## src/rtl/opb_reg_pkg.sv

```systemverilog
// opb_reg_pkg: shared OPB register-bank types, constants and byte-enable helper
package opb_reg_pkg;
    typedef enum logic [1:0] {IDLE, ACK, HOLD} opb_state_e;
    localparam int OPB_WORD_BYTES = 4;
    function automatic logic [31:0] opb_be_to_mask(input logic [0:3] be);
        return {{8{be[0]}}, {8{be[1]}}, {8{be[2]}}, {8{be[3]}}};
    endfunction
endpackage

```

## src/rtl/opb_slave_ack_fsm.sv

```systemverilog
// opb_slave_ack_fsm: address decode, one-shot ack state machine and read-data register
// ports: clk/rst_n clock and sync active-low reset; abus/select/rnw from the OPB master;
//        rd_word current read word from the bank; idx/idx_ok decoded register index;
//        acc one-cycle accept strobe; xfer_ack/rd_data slave response to the bus
module opb_slave_ack_fsm
    import opb_reg_pkg::*;
#(
    parameter logic [31:0] C_BASEADDR = 32'h0000_0000,
    parameter logic [31:0] C_HIGHADDR = 32'h0000_00FF,
    parameter int          C_N_REGS   = 4,
    parameter int          IW         = 2
) (
    input  logic          clk,
    input  logic          rst_n,
    input  logic [31:0]   abus,
    input  logic          select,
    input  logic          rnw,
    input  logic [31:0]   rd_word,
    output logic [IW-1:0] idx,
    output logic          idx_ok,
    output logic          acc,
    output logic          xfer_ack,
    output logic [31:0]   rd_data
);
    opb_state_e  state, nxt;
    logic [31:0] offset, word;
    logic        hit;
    // unsigned wrap makes addresses below the base land far above the window size
    assign offset   = abus - C_BASEADDR;
    assign hit      = select && offset <= C_HIGHADDR - C_BASEADDR;
    assign word     = offset / OPB_WORD_BYTES;
    assign idx      = word[IW-1:0];
    assign idx_ok   = word < C_N_REGS;
    assign xfer_ack = state == ACK;
    always_comb begin
        acc = state == IDLE && hit;
        nxt = state == IDLE ? (hit ? ACK : IDLE) : state == ACK ? HOLD : (select ? HOLD : IDLE);
    end
    // rd_data is only non-zero during ACK since it is reloaded with zero on every non-accept edge
    always_ff @(posedge clk) begin
        state   <= rst_n ? nxt : IDLE;
        rd_data <= rst_n && acc && rnw ? rd_word : '0;
    end
endmodule

```

## src/rtl/opb_register_bank_ppc2simulink.sv

```systemverilog
// opb_register_bank_ppc2simulink: N x 32-bit OPB register bank with RO, pulse and byte-enable writes
// ports: OPB_Clk/OPB_Rst_n clock and sync active-low reset; OPB_* master request;
//        Sl_* slave response (errAck/retry/toutSup tied low);
//        user_data_out/user_data_in register i at [32i+31:32i]; user_wr_stb per-register write pulse
module opb_register_bank_ppc2simulink
    import opb_reg_pkg::*;
#(
    parameter logic [31:0] C_BASEADDR   = 32'h0000_0000,
    parameter logic [31:0] C_HIGHADDR   = 32'h0000_00FF,
    parameter int          C_OPB_AWIDTH = 32,
    parameter int          C_OPB_DWIDTH = 32,
    parameter int          C_N_REGS     = 4,
    parameter logic [63:0] C_RO_MASK    = 64'd0,
    parameter logic [63:0] C_PULSE_MASK = 64'd0,
    parameter logic [31:0] C_INIT_VAL   = 32'h0
) (
    input  logic                    OPB_Clk,
    input  logic                    OPB_Rst_n,
    input  logic [0:C_OPB_AWIDTH-1] OPB_ABus,
    input  logic [0:3]              OPB_BE,
    input  logic [0:C_OPB_DWIDTH-1] OPB_DBus,
    input  logic                    OPB_RNW,
    input  logic                    OPB_select,
    input  logic                    OPB_seqAddr,
    output logic [0:C_OPB_DWIDTH-1] Sl_DBus,
    output logic                    Sl_xferAck,
    output logic                    Sl_errAck,
    output logic                    Sl_retry,
    output logic                    Sl_toutSup,
    output logic [32*C_N_REGS-1:0]  user_data_out,
    input  logic [32*C_N_REGS-1:0]  user_data_in,
    output logic [C_N_REGS-1:0]     user_wr_stb
);
    localparam int IW = C_N_REGS > 1 ? $clog2(C_N_REGS) : 1;
    logic [31:0]         regs [C_N_REGS];
    logic [IW-1:0]       idx;
    logic                idx_ok, acc;
    logic [31:0]         rd_word, mask;
    logic [C_N_REGS-1:0] wr_sel;
    logic                unused_ok;
    assign unused_ok  = OPB_seqAddr;
    assign Sl_errAck  = 1'b0;
    assign Sl_retry   = 1'b0;
    assign Sl_toutSup = 1'b0;
    assign mask       = opb_be_to_mask(OPB_BE);
    assign rd_word    = !idx_ok ? '0 : C_RO_MASK[idx] ? user_data_in[{idx, 5'b0} +: 32] : regs[idx];
    opb_slave_ack_fsm #(
        .C_BASEADDR(C_BASEADDR),
        .C_HIGHADDR(C_HIGHADDR),
        .C_N_REGS  (C_N_REGS),
        .IW        (IW)
    ) u_fsm (
        .clk     (OPB_Clk),
        .rst_n   (OPB_Rst_n),
        .abus    (OPB_ABus),
        .select  (OPB_select),
        .rnw     (OPB_RNW),
        .rd_word (rd_word),
        .idx     (idx),
        .idx_ok  (idx_ok),
        .acc     (acc),
        .xfer_ack(Sl_xferAck),
        .rd_data (Sl_DBus)
    );
    for (genvar i = 0; i < C_N_REGS; i++) begin : g_reg
        assign wr_sel[i] = acc && !OPB_RNW && idx_ok && idx == IW'(i) && !C_RO_MASK[i];
        assign user_data_out[32*i +: 32] = regs[i];
    end
    // pulse registers clear on the edge that ends their strobe cycle
    always_ff @(posedge OPB_Clk) begin
        for (int i = 0; i < C_N_REGS; i++)
            regs[i] <= !OPB_Rst_n || C_RO_MASK[i] ? C_INIT_VAL
                     : wr_sel[i] ? (regs[i] & ~mask) | (OPB_DBus & mask)
                     : C_PULSE_MASK[i] && user_wr_stb[i] ? C_INIT_VAL : regs[i];
        user_wr_stb <= OPB_Rst_n ? wr_sel : '0;
    end
endmodule
```

## config.mk

```make
export PLATFORM = sky130hd
export DESIGN_NAME = opb_register_bank_ppc2simulink
export DESIGN_NICKNAME = d
export VERILOG_FILES = /design/src/rtl/opb_reg_pkg.sv /design/src/rtl/opb_slave_ack_fsm.sv /design/src/rtl/opb_register_bank_ppc2simulink.sv
export SDC_FILE = /design/constraint.sdc
export NUM_CORES = 1
export LEC_CHECK = 0
export ABC_CLOCK_PERIOD_IN_PS = 2000
export BUFFER_PORTS_ARGS = -buffer_cell sky130_fd_sc_hd__buf_2
export CORE_MARGIN = 10
export CORE_UTILIZATION = 40
export CTS_CLUSTER_DIAMETER = 60
export DETAILED_ROUTE_END_ITERATION = 12
export PLACE_DENSITY = 0.79
export SYNTH_ARGS = -nofsm -noshare
export SYNTH_HDL_FRONTEND = slang
export SYNTH_SLANG_ARGS = --single-unit
export TNS_END_PERCENT = 1
```

## constraint.sdc

```tcl
create_clock -name OPB_Clk -period 2 [get_ports OPB_Clk]
set_input_delay 0.2 -clock OPB_Clk [delete_from_list [all_inputs] [get_ports OPB_Clk]]
set_output_delay 0.2 -clock OPB_Clk [all_outputs]
set_load 0.05 [all_outputs]
```

==> results of run 1 <==
## path summary, 6_finish.rpt
kind | cells past startpoint | end | from
setup / recovery | 6 | u_fsm.rd_data[30]$_SDFF_PN0_ | u_fsm.state[1]$_SDFF_PP0_
hold / removal | 3 | flop | OPB_DBus[26]
setup reg to reg | 6 | u_fsm.rd_data[30]$_SDFF_PN0_ | u_fsm.state[1]$_SDFF_PP0_
hold reg to reg | 2 | flop | flop
## metrics by stage
step	power, mW	setup slack [ns]	setup TNS (ns)	util [%]	hold slack (ns)
CTS	6.73	0.0266	0	55.1	0.100
detailed placement	3.69	-0.100	-8.35	51.7	0.459
floorplan	3.55	0.149	0	-	0.379
global placement	3.69	-0.0417	-1.08	51.7	0.452
global route	6.89	-0.0212	-0.0387	55.3	0.119
finish	6.65	0.146	0	55.3	0.113
## cell families (layout without fill, tap and decap cells)
group                  Yosys count  in the layout  synth area share [%]
AND/OR/NAND/NOR                250            250                  19.8
flip-flops                     166            166                  48.5
multiplexers                   160            160                  29.2
buffers and inverters           35            297                  2.37
other                            1              4                0.0547
AO/OA/AOI/OAI                    1              1                 0.110
## routing by layer
| metal | GRT usage [%] | vias up |
|---|---|---|
| met5 | 0 | - |
| met3 | 7.58 | 19 |
| met1 | 21.0 | 2557 |
| li1 | - | 2619 |
| met4 | 5.53 | 2 |
| met2 | 28.1 | 198 |
## critical path, cell delays in order (launching register included)
cell and delay (ns):
dfxtp_1 0.32, nor4_2 0.28, nand4_1 0.18, buf_4 0.19
or4_4 0.50, clkbuf_16 0.21, nor2b_1 0.10
## repair_timing
action                                  in CTS  in global routing
gates cloned                                 0                  1
pin swaps                                    1                 12
endpoints found under the setup margin     133                 37
gates resized for setup                      2                  4
hold buffers                                 0                  0
## cell usage in the layout, fill, tap and decap left out, drive strengths merged
cell type / synthesis / layout
buf: 14 / 264
nand2: 178 / 178
dfxtp: 166 / 166
mux2i: 128 / 128
nor2b: 35 / 35
mux4: 32 / 32
clkbuf: 21 / 21
nor3: 17 / 17
nor4: 7 / 7
inv: 0 / 5
clkinv: 0 / 5
and3: 4 / 4
conb: 1 / 3
nor2: 2 / 2
and2: 2 / 2
clkinvlp: 0 / 2
nand4: 2 / 2
diode: 0 / 1
or4b: 1 / 1
or4: 1 / 1
o21a: 1 / 1
nor4b: 1 / 1
## layout make-up
| cell class | instances | area, um^2 | area share, % |
|---|---|---|---|
| Antenna cell | 1 | 2.50 | 0.0271 |
| Clock buffer | 20 | 457 | 4.94 |
| Clock inverter | 12 | 91.3 | 0.989 |
| Multi-Input combinational cell | 414 | 3390 | 36.7 |
| Sequential cell | 166 | 3320 | 36.0 |
| Tap cell | 220 | 275 | 2.98 |
| Timing Repair Buffer | 265 | 1690 | 18.3 |
## power breakdown
| part | total, mW | internal (mW) | switching [mW] |
|---|---|---|---|
| combinational | 0.309 | 0.111 | 0.198 |
| sequential | 3.30 | 3.30 | 0.00000000177 |
| clock | 3.04 | 1.67 | 1.37 |
==> results.py, run 1 <==
metrics = {
    "die": {
        "die_h_um": 151,
        "core_um2": 16700,
        "die_w_um": 151,
        "rows": 47,
        "start_util_pct": 41.1,
        "die_area_um2": 22800,
        "num_io_pins": 369,
    },
    "critical_path": {
        "endpoint_kind": "flop",
        "r2r_slack_ns": 0.15,
        "start_kind": "flop",
        "path_class": "flop to flop",
        "worst-path-max-fanout": 8,
        "cp.arrival_ns": 2.20,
        "worstPathRequired_ns": 2.35,
    },
    "drt": {
        "met2WireLength_um": 9780,
        "ant_nets": 0,
        "route.met3.wl_um": 2260,
        "routed_wl_um": 20800,
        "firstDrtPassIters": 5,
        "vias": 5395,
        "drc": 0,
        "wl_per_cell_um": 19.0,
        "drtIter0Drc": 245,
        "drt-met1-wl_um": 8510,
        "viasPerCell": 4.91,
        "routed.top_layer": "met5",
    },
    "synthesis": {
        "ys_seq_elements": 166,
        "syn_area_per_cell_um2": 11.2,
        "netlist_area_um2": 6860,
        "synthTopCellsByCount": "nand2_1, dfxtp_1, mux2i_1",
        "synthDistinctLibCells": 24,
        "seq_area_frac_synth_pct": 48.5,
        "yosysMostFrequentCell": "nand2_1",
        "synthFlopType": "dfxtp_1",
        "synth_area_leader_cell": "dfxtp_1",
        "synth_edf_count": 0,
        "ys_warn_count": 0,
        "synth.area.top_cells": "dfxtp_1, mux2i_1, mux4_2",
        "synth_cells": 613,
        "async_flop_share_pct": 0,
        "synth.top_cell.area_share_pct": 48.5,
    },
    "grt": {
        "gr-total-overflow": 0,
        "grtUsageTotal_pct": 17.6,
        "antenna_found_initial": 2,
        "grt_first_pass_wirelength_um": 31300,
        "grt_pass1_vias": 5524,
        "grt_max_degree": 166,
    },
    "cts": {
        "cts.repair_timing.setup_buffer_count": 0,
        "cts_tree": "built",
        "cts_htree_levels": 4,
        "max-clock-path-buffers": 2,
        "insertion_delay_ns": 0.42,
        "cts-root-buf": "clkbuf_16",
        "cts_buffers": 17,
        "cts.sinks": 166,
        "clk_pin_slew_ns": 0.06,
    },
    "sta": {
        "period_share_pct": 92.7,
        "maxSlewHeadroom_pct": 47.7,
        "worst_clock_skew_ns": 0.0157,
        "rsz0062_at_grt": "true",
        "fmaxAchievable_mhz": 539,
        "period_needed_ns": 1.85,
        "setup_viol": 0,
        "tightestPinTransition_ns": 0.785,
        "hold_violations": 0,
        "final_max_slew_viol_count": 0,
    },
    "status": {
        "status": "complete, no violations",
    },
    "placement": {
        "io_buffers": 234,
        "placed_area_um2": 8640,
        "dp.final_hpwl_um": 15100,
        "gp_congestion": 0.779,
        "dp_cells": 1064,
    },
    "layout": {
        "fillers": 1436,
        "area_growth_pct": 34.7,
        "drive_above_1_share_pct": 40.4,
        "fin_cells": 1098,
        "nets": 1065,
        "stdcell_area_um2": 9240,
    },
    "power": {
        "powerDensity_nw_per_um2": 720,
        "power_leakage_nw": 4.02,
        "ir_drop_uv": 569,
    },
    "hold_path": {
        "min_path_type": "input port to flop",
    },
    "run": {
        "maxCapViolCount": 0,
    },
}
(Power assumes the default switching activity.)
==> run 2, diff against run 1 <==
--- a/config.mk
+++ b/config.mk
@@ -7,6 +7,7 @@
 export LEC_CHECK = 0
 export ABC_CLOCK_PERIOD_IN_PS = 2000
 export BUFFER_PORTS_ARGS = -buffer_cell sky130_fd_sc_hd__buf_2
+export CORE_ASPECT_RATIO = 0.9
 export CORE_MARGIN = 10
 export CORE_UTILIZATION = 40
 export CTS_CLUSTER_DIAMETER = 60
==> results.py, run 2 (synthesis results as in run 1) <==
metrics = {
    "status": {
        "status": "complete, no violations",
    },
    "drt": {
        "vias": 5517,
        "routed_wl_um": 20800,
        "drt-met1-wl_um": 8550,
        "met2WireLength_um": 9620,
        "route.met3.wl_um": 2360,
        "viasPerCell": 5.06,
        "routed.top_layer": "met5",
        "ant_nets": 0,
        "wl_per_cell_um": 19.0,
        "drc": 0,
        "drtIter0Drc": 209,
        "firstDrtPassIters": 4,
    },
    "critical_path": {
        "cp_slowest_cell": "or4_4",
        "worst-path-buf-inv": 0,
        "worst-path-max-fanout": 32,
        "max_stage_delay_ns": 0.71,
        "path_delay_family": "simple AND/OR/NAND/NOR gates",
        "path_cells": "nor4_1, nand4_1, or4_4, nor2b_1",
        "cp.arrival_ns": 2.17,
        "worstPathRequired_ns": 2.34,
        "endpoint_kind": "flop",
        "start_kind": "flop",
        "path_class": "flop to flop",
    },
    "power": {
        "powerDensity_nw_per_um2": 776,
        "power.share.combinational_pct": 4.3,
        "p_int_mw": 5.58,
        "switching_share_pct": 21.5,
        "ir_drop_uv": 558,
        "switching_power_mw": 1.53,
        "seq_power_share_pct": 46.5,
        "pwr-share-clk_pct": 49.3,
        "power_leakage_nw": 4.01,
    },
    "grt": {
        "grtUsageTotal_pct": 18.4,
        "grt_first_pass_wirelength_um": 32600,
        "grt_max_degree": 166,
        "grt_pass1_vias": 5914,
        "gr-total-overflow": 0,
        "antenna_found_initial": 3,
    },
    "sta": {
        "rsz0062_at_grt": "false",
        "tightestPinTransition_ns": 0.695,
        "fmaxAchievable_mhz": 547,
        "fin_setup_tns_ns": 0,
        "period_share_pct": 91.4,
        "worst_clock_skew_ns": 0.00931,
        "final_max_slew_viol_count": 0,
        "maxSlewHeadroom_pct": 53.7,
        "period_needed_ns": 1.83,
        "setup_viol": 0,
        "hold_violations": 0,
    },
    "placement": {
        "io_buffers": 234,
        "dp.final_hpwl_um": 15500,
        "gp_congestion": 0.789,
    },
    "cts": {
        "insertion_delay_ns": 0.42,
        "cts.sinks": 166,
        "cts_htree_levels": 4,
        "cts-root-buf": "clkbuf_16",
        "max-clock-path-buffers": 2,
        "cts_tree": "built",
        "cts_hold_buf": 0,
        "clk_pin_slew_ns": 0.06,
        "cts_buffers": 17,
    },
    "run": {
        "maxCapViolCount": 0,
    },
    "die": {
        "num_io_pins": 369,
        "start_util_pct": 40.7,
        "core_um2": 16800,
        "rows": 45,
        "die_h_um": 144,
        "die_area_um2": 22800,
        "die_w_um": 158,
    },
    "layout": {
        "drive_above_1_share_pct": 39.7,
        "area_growth_pct": 33.7,
        "final_util_pct": 54.5,
        "final_cell_mix": "buf_2, nand2_1, dfxtp_1",
        "nets": 1065,
        "final_common_cell": "buf_2",
    },
    "hold_path": {
        "min_path_type": "input port to flop",
    },
}
==> run 2: cell count changes in the layout (fill, tap and decap cells not counted), sizes merged, moves of 2 or more <==
cell,previous run,this run
inv,5,2
clkinv,5,1
bufinv,0,4
diode,1,3
==> run 2: what timing repair did <==
action                     in CTS  in global routing
setup endpoints to repair       0                  9
resized for setup               0                  1
setup buffers                   0                  0
==> run 2: area by class of cell <==
type                            count  area [um^2]
Clock inverter                     10          169
Fill cell                        1473         7670
Timing Repair Buffer              265         1560
Sequential cell                   166         3320
Multi-Input combinational cell    414         3380
Clock buffer                       22          464
Antenna cell                        3         7.51
Tap cell                          211          264
==> run 2: tightest hold or removal path: cells and delay by family <==
| kind | cells | cell delay, ns |
|---|---|---|
| buffers and inverters | 1 | 0.10 |
| and+or+nand+nor | 3 | 0.16 |
==> run 2: worst paths after layout <==
| check | startpoint | to | slack [ns] | depth (start not counted) |
|---|---|---|---|---|
| max reg2reg | u_fsm.state[0]$_SDFF_PN0_ | u_fsm.rd_data[6]$_SDFF_PN0_ | 0.17 | 4 |
| min | OPB_ABus[7] | u_fsm.state[0]$_SDFF_PN0_ | 0.09 | 4 |
| max | u_fsm.state[0]$_SDFF_PN0_ | u_fsm.rd_data[6]$_SDFF_PN0_ | 0.17 | 4 |
| min reg2reg | flop | flop | 0.46 | 2 |
==> run 2: per-layer routing <==
metal	global-route usage (%)	vias up
li1	-	2624
met1	21.7	2648
met2	29.8	224
met3	7.99	19
met4	5.16	2
met5	0	-
==> run 2: per-stage QoR <==
step,instances,instance area [um^2],hold slack (ns),setup WS [ns],power [mW]
2_1_floorplan,615,6870,0.379,0.149,3.55
3_3_place_gp,1056,8520,0.450,0.0639,3.68
3_5_place_dp,1056,8520,0.458,0.00266,3.69
4_1_cts,1088,9160,0.0763,0.0710,7.18
5_1_grt,1088,9160,0.111,0.0443,7.34
6_report,1091,9170,0.0871,0.172,7.11
==> run 2: power by group through the flow <==
stage                     logic (mW)  clock network [mW]  registers [mW]
final                          0.303                3.50            3.31
after global routing           0.333                3.70            3.30
after CTS                      0.309                3.56            3.30
after detailed placement       0.308                   0            3.38
after global placement         0.302                   0            3.38
after floorplan                0.175                   0            3.38
